`src/rtl/feedback_loop_decoder.sv`:
```
// Rebuilds r[n] = r[n-1] + d[n] from the encoder's difference stream, restarting at each frame sync.
// Latency: one cycle from the input accept to the output FIFO head, with no combinational path in->out.
// Backpressure: in_ready drops only when the output FIFO is full; out_data/out_sync hold while stalled.
module feedback_loop_decoder #(
  parameter int DATA_W     = 8,
  parameter int FIFO_DEPTH = 4,
  parameter int FRAME_LEN  = 16
) (
  input  logic                     system1000,
  input  logic                     system1000_rst,
  input  logic                     in_valid,
  output logic                     in_ready,
  input  logic signed [DATA_W-1:0] in_data,
  input  logic                     in_sync,
  output logic                     out_valid,
  input  logic                     out_ready,
  output logic signed [DATA_W-1:0] out_data,
  output logic                     out_sync,
  output logic                     err_desync,
  input  logic                     err_clr,
  output logic [7:0]               drop_count
);

  localparam int AW = $clog2(FIFO_DEPTH);
  localparam int CW = $clog2(FRAME_LEN + 1);
  localparam logic [CW-1:0] FRAME_LEN_C = CW'(FRAME_LEN);
  localparam logic [AW:0]   DEPTH_C     = (AW+1)'(FIFO_DEPTH);

  typedef enum logic {WAIT_SYNC, RUN} state_t;

  state_t                   r_state, w_state_nxt;
  logic signed [DATA_W-1:0] r_acc, w_acc_nxt;
  logic [CW-1:0]            r_frame_cnt, w_frame_cnt_nxt;
  logic                     w_accept, w_push, w_push_sync, w_drop, w_err_set;

  // Output FIFO storage: each entry is {sync, sample}.
  logic [DATA_W:0]          r_mem [FIFO_DEPTH];
  logic [AW-1:0]            r_wr_ptr, r_rd_ptr;
  logic [AW:0]              r_count;
  logic                     w_full, w_pop;

  assign w_full   = (r_count == DEPTH_C);
  assign w_pop    = out_valid && out_ready;
  assign in_ready = !w_full && !system1000_rst;
  assign w_accept = in_valid && in_ready;

  assign out_valid = (r_count != '0);
  // Gated to zero when empty so stale entries from before a reset never show.
  assign {out_sync, out_data} = out_valid ? r_mem[r_rd_ptr] : '0;

  // Framing FSM and accumulator: decide next state, push/drop, and error set.
  always_comb begin
    w_state_nxt     = r_state;
    w_acc_nxt       = r_acc;
    w_frame_cnt_nxt = r_frame_cnt;
    w_push          = 1'b0;
    w_push_sync     = 1'b0;
    w_drop          = 1'b0;
    w_err_set       = 1'b0;
    if (w_accept) begin
      case (r_state)
        WAIT_SYNC: begin
          if (in_sync) begin
            w_acc_nxt       = in_data;
            w_push          = 1'b1;
            w_push_sync     = 1'b1;
            w_frame_cnt_nxt = CW'(1);
            w_state_nxt     = RUN;
          end else begin
            w_drop = 1'b1;
          end
        end
        RUN: begin
          if (in_sync) begin
            // A sync before the frame is complete is flagged but still honoured.
            w_err_set       = (r_frame_cnt < FRAME_LEN_C);
            w_acc_nxt       = in_data;
            w_push          = 1'b1;
            w_push_sync     = 1'b1;
            w_frame_cnt_nxt = CW'(1);
          end else if (r_frame_cnt < FRAME_LEN_C) begin
            w_acc_nxt       = r_acc + in_data;
            w_push          = 1'b1;
            w_frame_cnt_nxt = r_frame_cnt + CW'(1);
          end else begin
            // Frame over-ran without a sync: lose lock and hunt again.
            w_err_set   = 1'b1;
            w_drop      = 1'b1;
            w_state_nxt = WAIT_SYNC;
          end
        end
        default: w_state_nxt = WAIT_SYNC;
      endcase
    end
  end

  // State, accumulator and frame counter registers.
  always_ff @(posedge system1000) begin
    if (system1000_rst) begin
      r_state     <= WAIT_SYNC;
      r_acc       <= '0;
      r_frame_cnt <= '0;
    end else begin
      r_state     <= w_state_nxt;
      r_acc       <= w_acc_nxt;
      r_frame_cnt <= w_frame_cnt_nxt;
    end
  end

  // FIFO pointers and occupancy; reset empties the queue outright.
  always_ff @(posedge system1000) begin
    if (system1000_rst) begin
      r_wr_ptr <= '0;
      r_rd_ptr <= '0;
      r_count  <= '0;
    end else begin
      if (w_push) r_wr_ptr <= r_wr_ptr + AW'(1);
      if (w_pop)  r_rd_ptr <= r_rd_ptr + AW'(1);
      r_count <= r_count + (AW+1)'(w_push) - (AW+1)'(w_pop);
    end
  end

  // FIFO storage write; push is impossible during reset since in_ready is low.
  always_ff @(posedge system1000) begin
    if (w_push) r_mem[r_wr_ptr] <= {w_push_sync, w_acc_nxt};
  end

  // Sticky desync flag (set beats clear) and saturating drop counter.
  always_ff @(posedge system1000) begin
    if (system1000_rst) begin
      err_desync <= 1'b0;
      drop_count <= '0;
    end else begin
      if (w_err_set)    err_desync <= 1'b1;
      else if (err_clr) err_desync <= 1'b0;
      if (w_drop && drop_count != 8'hFF) drop_count <= drop_count + 8'd1;
    end
  end

endmodule

```
`config.mk`:
```
export PLATFORM = sky130hd
export DESIGN_NAME = feedback_loop_decoder
export DESIGN_NICKNAME = d
export VERILOG_FILES = /design/src/rtl/feedback_loop_decoder.sv
export SDC_FILE = /design/constraint.sdc
export NUM_CORES = 1
export LEC_CHECK = 0
export BUFFER_PORTS_ARGS = -buffer_cell sky130_fd_sc_hd__buf_2
export CORE_MARGIN = 1.5
export CORE_UTILIZATION = 40
export CTS_BUF_LIST = sky130_fd_sc_hd__clkbuf_8
export DETAILED_ROUTE_END_ITERATION = 7
export PLACE_DENSITY = 0.61
export RECOVER_POWER = 100
export SKIP_LAST_GASP = 1
export SLEW_MARGIN = 10
export SYNTH_ARGS = -nofsm -noshare
export SYNTH_HDL_FRONTEND = slang
export SYNTH_SLANG_ARGS = --single-unit
```
`constraint.sdc`:
```
create_clock -name system1000 -period 3.1 [get_ports system1000]
set_input_delay 0.465 -clock system1000 [delete_from_list [all_inputs] [get_ports system1000]]
set_output_delay 0.465 -clock system1000 [all_outputs]
set_load 0.02 [all_outputs]
```
Yosys cells after proc, flatten, opt, wreduce, memory -nomap -nowiden. Memories as Yosys holds them, arrays and structs flattened. A register that Yosys moved wholly into a read port is not among the register bits. Cells that the tools add are included. Widths: inputs -> output; s select.

Memory bits (writable): 36. Output and inout bits: 20. Logic and storage cells: 61. Memories kept: 1. Register bits: 30.

Reductions and logical operators: 9. Magnitude comparators: 1. Bitwise gates (word level): 1. Add/subtract/negate cells: 7. Equality and inequality tests: 4. Mux-type cells: 30.

Memories: r_mem (words 4, bits a word 9, rd ports 1, clocked after Yosys merged registers in 1, wr ports 1, line 37) `logic [DATA_W:0] r_mem [FIFO_DEPTH];`.

Operator list (count): $mux 8 (4); $mux 1 (16); $pmux 8 s2 (1); $mux 5 (3); $pmux 5 s2 (1); $mux 9 (1); $add 8x1->8 const B (1); $add 8x8->8 (1); $ne 8x8->1 const B (1); $add 5x1->5 const B (1); $lt 5x5->1 const B (1); $add 2x1->2 const B (2); $logic_and 1x1->1 (4); $mux 2 (2); $pmux 1 s2 (2); $add 3x1->3 (1); $eq 3x3->1 const B (1); $ne 3x2->1 const B (1); $reduce_and 3->1 (1); $reduce_bool 3->1 (1); $sub 3x1->3 (1); $logic_not 1->1 (2); $ne 2x2->1 const B (1); $reduce_bool 2->1 (1); $not 1->1 (1).

Longest topological paths before layout. Gate-level depths: netlist (run 1).

Depth after elaboration: 7. Mapped depth: 12. Gate-level depth less buffers: 11.

Worst setup path before layout (run 1). Ideal clock, no wire load.

Path kind: input-to-reg. Start point: in in_sync. End point: reg r_count[2]. Arrival: 2.276 ns. Slack: 0.696 ns. Stages on the path: 12. Buffers on the path: 1. Cells stage by stage: buf_2 inv_1 ha_1 inv_1 a21oi_1 nor2_1 ha_1 inv_1 fa_1 xor2_1 xnor2_1 nor2_1.

Cells in the longest elaborated chain, start to end: 5. Elaborated cells on any way between the ends: 6. Those cells by class: add/sub (2); mux (4).

RTL lines: from (decl) (line 14) `input logic in_sync,`; $mux 1, on equally long branches (line 74, 63); $pmux 1 s2 (*) (line 61) `case (r_state)`; $mux 1 (*) (line 60) `if (w_accept) begin`; $add 3x1->3 (*) (line 119) `r_count <= r_count + (AW+1)'(w_push) - (AW+1)'(w_pop);`; $sub 3x1->3 (*) (line 119); to (signal assigned) (line 119); to (decl) (line 39) `logic [AW:0] r_count;`.

Every way passes the cells marked *; elsewhere a longest branch is shown, timed or not. A chain may end at the register's enable or synchronous reset.

Final worst setup path (run 1).
Start point: reg r_count[1]. End point: reg drop_count[1].

Cells in the longest elaborated chain, start to end: 6.

RTL lines: $eq 3x3->1 (line 42) `assign w_full = (r_count == DEPTH_C);`; $logic_not 1->1 (line 44) `assign in_ready = !w_full && !system1000_rst;`; $logic_and 1x1->1 (line 44); $logic_and 1x1->1 (line 45) `assign w_accept = in_valid && in_ready;`; $mux 1 (line 60); $logic_and 1x1->1 (line 136) `if (w_drop && drop_count != 8'hFF) drop_count <= drop_count + 8'd1;`; to (signal assigned) (line 136); to (decl) (line 21) `output logic [7:0] drop_count`.

No other way between the ends.

==> summary.txt, run 1 <==
Final Max Tran Viols: 0
clk buf depth: 2
weighted congestion reported at the end of routability-driven placement: 0.7998
dominant combinational cell family by area after synthesis: simple AND/OR/NAND/NOR gates
Netlist cell types: 47
H-tree levels: 3
largest net degree at the start of global routing: 25
Synth Flop Type: sky130_fd_sc_hd__edfxtp_1
Die X-Extent: 93.55 um
number of maximum-capacitance violations: 1
post-synthesis instance area: 3279 um2
count of synthesis-stage warnings from yosys: 0
TritonCTS clock tree: built
Net count, final: 344
Layout Area Growth over Synthesis: 11.14%
synthesis-stage register bit count: 68
clock sink count: 68
Storage cell area: 1722 um2
effective utilization at floorplan: 0.4179
count of flip-flops with a built-in enable after synthesis: 36
average detailed-routed wire length per instance: 14.79 um
violations in the final reports: capacitance limit
adder-cell share of the synthesized area: 0.07325
global routing usage summed across all routing layers: 0.1587
total gr overflow: 0
total power divided by cell area: 646.0 nW/um2
residual antenna-violating net count after detailed routing: 0
maximum clock frequency: 384.8 MHz
fraction of synthesized cell area taken by the top area cell type: 0.3296
total power of the final layout: 2.354 mW
count of antenna diodes in the layout: 0
number of endpoints with negative hold slack in the final report: 0
antenna violations before repair: 0
Post-Synthesis Mean Instance Area: 11.84 um2
final cycle utilization of the critical path: 0.8383
number of clock buffers inserted by TritonCTS: 9
post-detailed-placement half-perimeter wirelength: 4.395 mm
share of layout cells above drive strength 1: 0.1230
clock latency of the later-clocked register in the worst-skew pair: 0.34 ns
routed vias/inst: 5.122
final-layout fill cell count: 766
setup repair after global routing missed its margin: no
compound-cell area share of the yosys netlist: 0.1053
Setup crit start kind: flip-flop
endpoints failing setup: 0
vias post-DR: 2146
asr flop ratio synth: 0
Min Hold Slack: 0.3725 ns
worst min-delay path startpoint: err_clr
Min-Delay Path Class: in -> reg
arrival time at the worst endpoint: 2.82 ns
post-cts hold buffer count: 0
Starting DRT DRC Count: 127
Fin Clk Skew: 0.009582 ns
outcome: finished with violations
startpoint of the worst-slack reg-to-reg timing path: r_count[1]$_SDFF_PP0_
overall routed net length: 6.196 mm
Total Die Area: 8751 um2
register area share after synthesis: 0.5250
number of standard cells after synthesis: 277
Die H: 93.55 um
parity-gate share of the synthesized area counting xor and xnor cells: 0.04273
final worst path period need: 2.599 ns
critical path capture point type: flip-flop
Core Area: 7848 um2
cell types with the largest area share after synthesis: sky130_fd_sc_hd__edfxtp_1, sky130_fd_sc_hd__dfxtp_1, sky130_fd_sc_hd__mux4_2
worst endpoint required time: 3.33 ns
clock-pin transition on the worst setup and hold timing paths: 0.07 ns
vias in the first global route: 2155
residual DRC count: 0
transition time of the tightest slew-check pin: 1.457 ns
proportion of synthesized area in mux cells: 0.07097
router iterations before antenna repair: 4
relative max-transition margin: 0.02634
biggest fanout along the worst timing path: 9
sum of negative setup slack: 0 ns
Critical path origin: r_count[1]$_SDFF_PP0_
worst supply voltage drop on vdd: 0.3003 mV
footprint of the multi-input gates: 1426 um2
Mapped Nets: 309
post-synthesis cell type with the largest combined area: sky130_fd_sc_hd__edfxtp_1
critical setup path kind: reg -> reg
port bufs: 33
count of instances resized after the clock tree is built: 0
worst setup slack before clock tree synthesis: 0.4413 ns
min setup slack post-route: 0.5013 ns
Top-Level Pins: 34
reported leakage power: 1.319 nW
global-route wire length before repair: 10.43 mm
setup repair bufs after CTS: 0
Synth Area in Simple Gates: 0.1496
CTS root buffer: sky130_fd_sc_hd__clkbuf_8
number of cell rows: 32
-- flip-flops by register name (all words and copies together), names as in the netlist, named ones only --
name and cells:
drop_count 8, r_state 1, r_count 3, r_frame_cnt 5, r_mem 36, r_wr_ptr 2, err_desync 1, r_rd_ptr 2
r_acc 8
-- power breakdown --
part	total (mW)	internal (mW)	switching, mW	leakage [nW]
registers	1.10	1.03	0.0768	0.593
logic	0.630	0.264	0.366	0.642
clock network	0.622	0.302	0.320	0.0846
-- worst paths after layout --
path / depth (start not counted) / slack (ns) / to
worst max-delay path: 5 / 0.50 / drop_count[1]$_SDFFE_PP0P_
worst min-delay path: 3 / 0.37 / err_desync$_SDFFE_PP0P_
worst max register to register: 5 / 0.50 / drop_count[1]$_SDFFE_PP0P_
worst min register to register: 2 / 0.47 / err_desync$_SDFFE_PP0P_
-- routing by layer --
| layer | up-vias | track usage | wire (um) |
|---|---|---|---|
| li1 | 1086 | - | - |
| met1 | 990 | 0.2150 | 2962 |
| met2 | 62 | 0.2440 | 2792 |
| met3 | 8 | 0.04390 | 368 |
| met4 | 0 | 0.05597 | 73 |
| met5 | - | 0 | 0 |
-- cell usage after synthesis (all sizes together) (5+ instances only) --
library cell,instances
edfxtp,36
dfxtp,32
nor2,27
ha,16
and2,15
inv,13
a21oi,12
o21ai,11
nand2,10
xor2,10
mux4,9
a22oi,7
clkbuf,7
nor2b,7
nor3,7
xnor2,6
nand3,5
-- cell type report --
cell class                      instances  area share
Sequential cell                        68      0.4724
Multi-Input combinational cell        185      0.3913
Timing Repair Buffer                   35     0.04154
Clock buffer                           10     0.03776
Tap cell                              102     0.03502
Inverter                               13     0.01339
Clock inverter                          6    0.008582
-- metrics by stage --
stage	instances	utilization	area [um2]
after detailed placement	403	0.4495	3527
after global routing	419	0.4644	3645
after CTS	419	0.4710	3696
after global placement	403	0.4495	3527
after floorplan	277	-	3279
final	419	0.4644	3645
-- critical path, cell delays in order (launching register included) --
cell and delay (ns):
sky130_fd_sc_hd__dfxtp_1 0.43, sky130_fd_sc_hd__nor3b_1 0.18, sky130_fd_sc_hd__a2111oi_1 1.27, sky130_fd_sc_hd__a21boi_4 0.36, sky130_fd_sc_hd__mux2i_1 0.20, sky130_fd_sc_hd__nor2_1 0.05
-- layout by cell type, fill, tap and decap left out, types with 4 or more instances in the layout --
cell type	instances
sky130_fd_sc_hd__edfxtp_1	36
sky130_fd_sc_hd__dfxtp_1	32
sky130_fd_sc_hd__nor2_1	27
sky130_fd_sc_hd__clkbuf_1	21
sky130_fd_sc_hd__ha_1	16
sky130_fd_sc_hd__inv_1	14
sky130_fd_sc_hd__buf_2	13
sky130_fd_sc_hd__a21oi_1	12
sky130_fd_sc_hd__o21ai_0	11
sky130_fd_sc_hd__nand2_1	10
sky130_fd_sc_hd__xor2_1	10
sky130_fd_sc_hd__and2_1	10
sky130_fd_sc_hd__clkbuf_8	10
sky130_fd_sc_hd__mux4_2	9
sky130_fd_sc_hd__nor2b_1	7
sky130_fd_sc_hd__a22oi_1	7
sky130_fd_sc_hd__nor3_1	6
sky130_fd_sc_hd__xnor2_1	6
sky130_fd_sc_hd__and2_0	5
sky130_fd_sc_hd__nand3_1	5
sky130_fd_sc_hd__a211oi_1	4
sky130_fd_sc_hd__nand4_1	4
-- logic make-up after synthesis --
logic type,after synthesis
AO/OA/AOI/OAI,48
flip-flops,68
XOR/XNOR,16
multiplexers,12
adder cells (fa/ha/maj),18
AND/OR/NAND/NOR,91
buffers and inverters,24
Power figures use the tool's default switching activity.
==> inputs of run 2 (changes only) <==
Clock period 3.1 ns to 2.7 ns, I/O delays scaled along.
==> run 2 against run 1 <==
The flow now finishes without violations. Total power grew 22%. Critical path type unchanged. Worst setup slack lost 0.20 ns. Core utilization grew 0.61 points. Clock-buffer cell count shrank 1.
==> summary.txt, run 2 (same netlist as run 1, synthesis figures left out) <==
weighted congestion reported at the end of routability-driven placement: 0.8128
count of antenna diodes in the layout: 0
Die X-Extent: 93.55 um
min setup slack post-route: 0.3050 ns
critical path capture point type: flip-flop
Core Area: 7848 um2
critical setup path kind: reg -> reg
sum of negative setup slack: 0 ns
TritonCTS clock tree: built
arrival time at the worst endpoint: 2.46 ns
port bufs: 33
portion of total power attributed to the clock network: 0.300
buffering stage count on the worst path with inverters included: 1
post-detailed-placement half-perimeter wirelength: 4.485 mm
H-tree levels: 3
fraction of power spent switching nets: 0.3257
Final Max Tran Viols: 0
total gr overflow: 0
global routing usage summed across all routing layers: 0.1579
antenna violations before repair: 0
Min-Delay Path Class: in -> reg
footprint of the multi-input gates: 1415 um2
worst-path cell with the longest stage delay: sky130_fd_sc_hd__a2111oi_1
CP max stage delay: 0.49 ns
registers with the highest flip-flop counts: r_mem: 36 flops, drop_count: 8 flops, r_acc: 8 flops
share of power burned in combinational logic: 0.265
routed vias/inst: 5.229
number of maximum-capacitance violations: 0
Net count, final: 349
total power divided by cell area: 777.7 nW/um2
clock-pin transition on the worst setup and hold timing paths: 0.08 ns
biggest fanout along the worst timing path: 4
proportion of power drawn by flip-flops and latches: 0.435
crit-path cells: ha_1, inv_1, fa_1, nand2b_1, a21oi_1, mux2i_1, a2111oi_1, nor2_1
overall routed net length: 6.188 mm
setup repair after global routing missed its margin: no
global-route wire length before repair: 10.47 mm
Largest delay share family, worst path: compound AO/OA/AOI/OAI gates
reported leakage power: 1.349 nW
average detailed-routed wire length per instance: 14.59 um
Min Hold Slack: 0.3187 ns
Fin Clk Skew: 0.009398 ns
Storage cell area: 1722 um2
worst setup slack before clock tree synthesis: 0.1228 ns
most frequent standard cell in the layout excluding fill and tap cells: sky130_fd_sc_hd__edfxtp_1
total power of the final layout: 2.871 mW
final worst path period need: 2.395 ns
vias post-DR: 2217
clock latency of the later-clocked register in the worst-skew pair: 0.34 ns
worst supply voltage drop on vdd: 0.3369 mV
worst endpoint required time: 2.77 ns
max reg flops: 36
Placed Instances: 408
relative max-transition margin: 0.5145
Layout Area Growth over Synthesis: 12.59%
final-layout fill cell count: 786
internal power contribution: 1.936 mW
Starting DRT DRC Count: 92
outcome: finished clean
number of clock buffers inserted by TritonCTS: 9
Total Die Area: 8751 um2
vias in the first global route: 2189
Setup crit start kind: flip-flop
residual DRC count: 0
maximum clock frequency: 417.5 MHz
clock sink count: 68
final cycle utilization of the critical path: 0.8870
transition time of the tightest slew-check pin: 0.7206 ns
Die H: 93.55 um
residual antenna-violating net count after detailed routing: 0
most used cells in the layout excluding fill and tap cells: sky130_fd_sc_hd__edfxtp_1, sky130_fd_sc_hd__dfxtp_1, sky130_fd_sc_hd__nor2_1
Finished Layout Cells: 424
Switch Pwr: 0.9352 mW
largest net degree at the start of global routing: 21
CTS root buffer: sky130_fd_sc_hd__clkbuf_8
router iterations before antenna repair: 4
clk buf depth: 2
number of endpoints with negative hold slack in the final report: 0
endpoints failing setup: 0
number of cell rows: 32
effective utilization at floorplan: 0.4179
Top-Level Pins: 34
largest register by flop count: r_mem
share of layout cells above drive strength 1: 0.1398
## run 2: power groups by stage
stage / combinational [mW] / clock [mW] / sequential, mW
6_report: 0.760 / 0.862 / 1.25
5_1_grt: 0.855 / 0.941 / 1.26
4_1_cts: 0.821 / 0.884 / 1.25
3_5_place_dp: 0.818 / 0 / 1.28
3_3_place_gp: 0.809 / 0 / 1.28
2_1_floorplan: 0.616 / 0 / 1.24
## run 2: area by class of cell
cell class / instances / share of cell area
well taps: 102 / 0.03456
multi-input cells: 185 / 0.3833
inverters: 13 / 0.01322
clock inverters: 7 / 0.02169
flip-flops and latches: 68 / 0.4663
repair buffers: 40 / 0.04744
clock buffers: 9 / 0.03355
## run 2: timing repair
item / 4_1_cts / 5_1_grt
gates resized for setup: 0 / 1
setup buffers: 0 / 0
hold buffers: 0 / 0
endpoints found under the setup margin: 0 / 3
## run 2: final timing paths
kind | start | end | slack, ns | depth (start not counted)
worst max-delay path | r_acc[0]$_SDFF_PP0_ | r_mem[0][6]$_DFFE_PP_ | 0.31 | 8
worst min-delay path | err_clr | err_desync$_SDFFE_PP0P_ | 0.32 | 3
worst max register to register | r_acc[0]$_SDFF_PP0_ | r_mem[0][6]$_DFFE_PP_ | 0.31 | 8
worst min register to register | err_desync$_SDFFE_PP0P_ | err_desync$_SDFFE_PP0P_ | 0.47 | 2
## run 2: per-layer routing
metal	track usage	routed length (um)
met5	0	0
met4	0.04602	38
met3	0.05041	297
met2	0.2434	2854
met1	0.2132	2998
## run 2: worst min-delay path, stage by stage
cell and delay (ns):
sky130_fd_sc_hd__buf_2 0.07, sky130_fd_sc_hd__nand2b_1 0.08, sky130_fd_sc_hd__a21oi_1 0.05
## run 2: metrics by stage
step | utilization | cell area (um2)
2_1_floorplan | - | 3279
3_3_place_gp | 0.4542 | 3565
3_5_place_dp | 0.4542 | 3565
4_1_cts | 0.4802 | 3769
5_1_grt | 0.4705 | 3692
6_report | 0.4705 | 3692
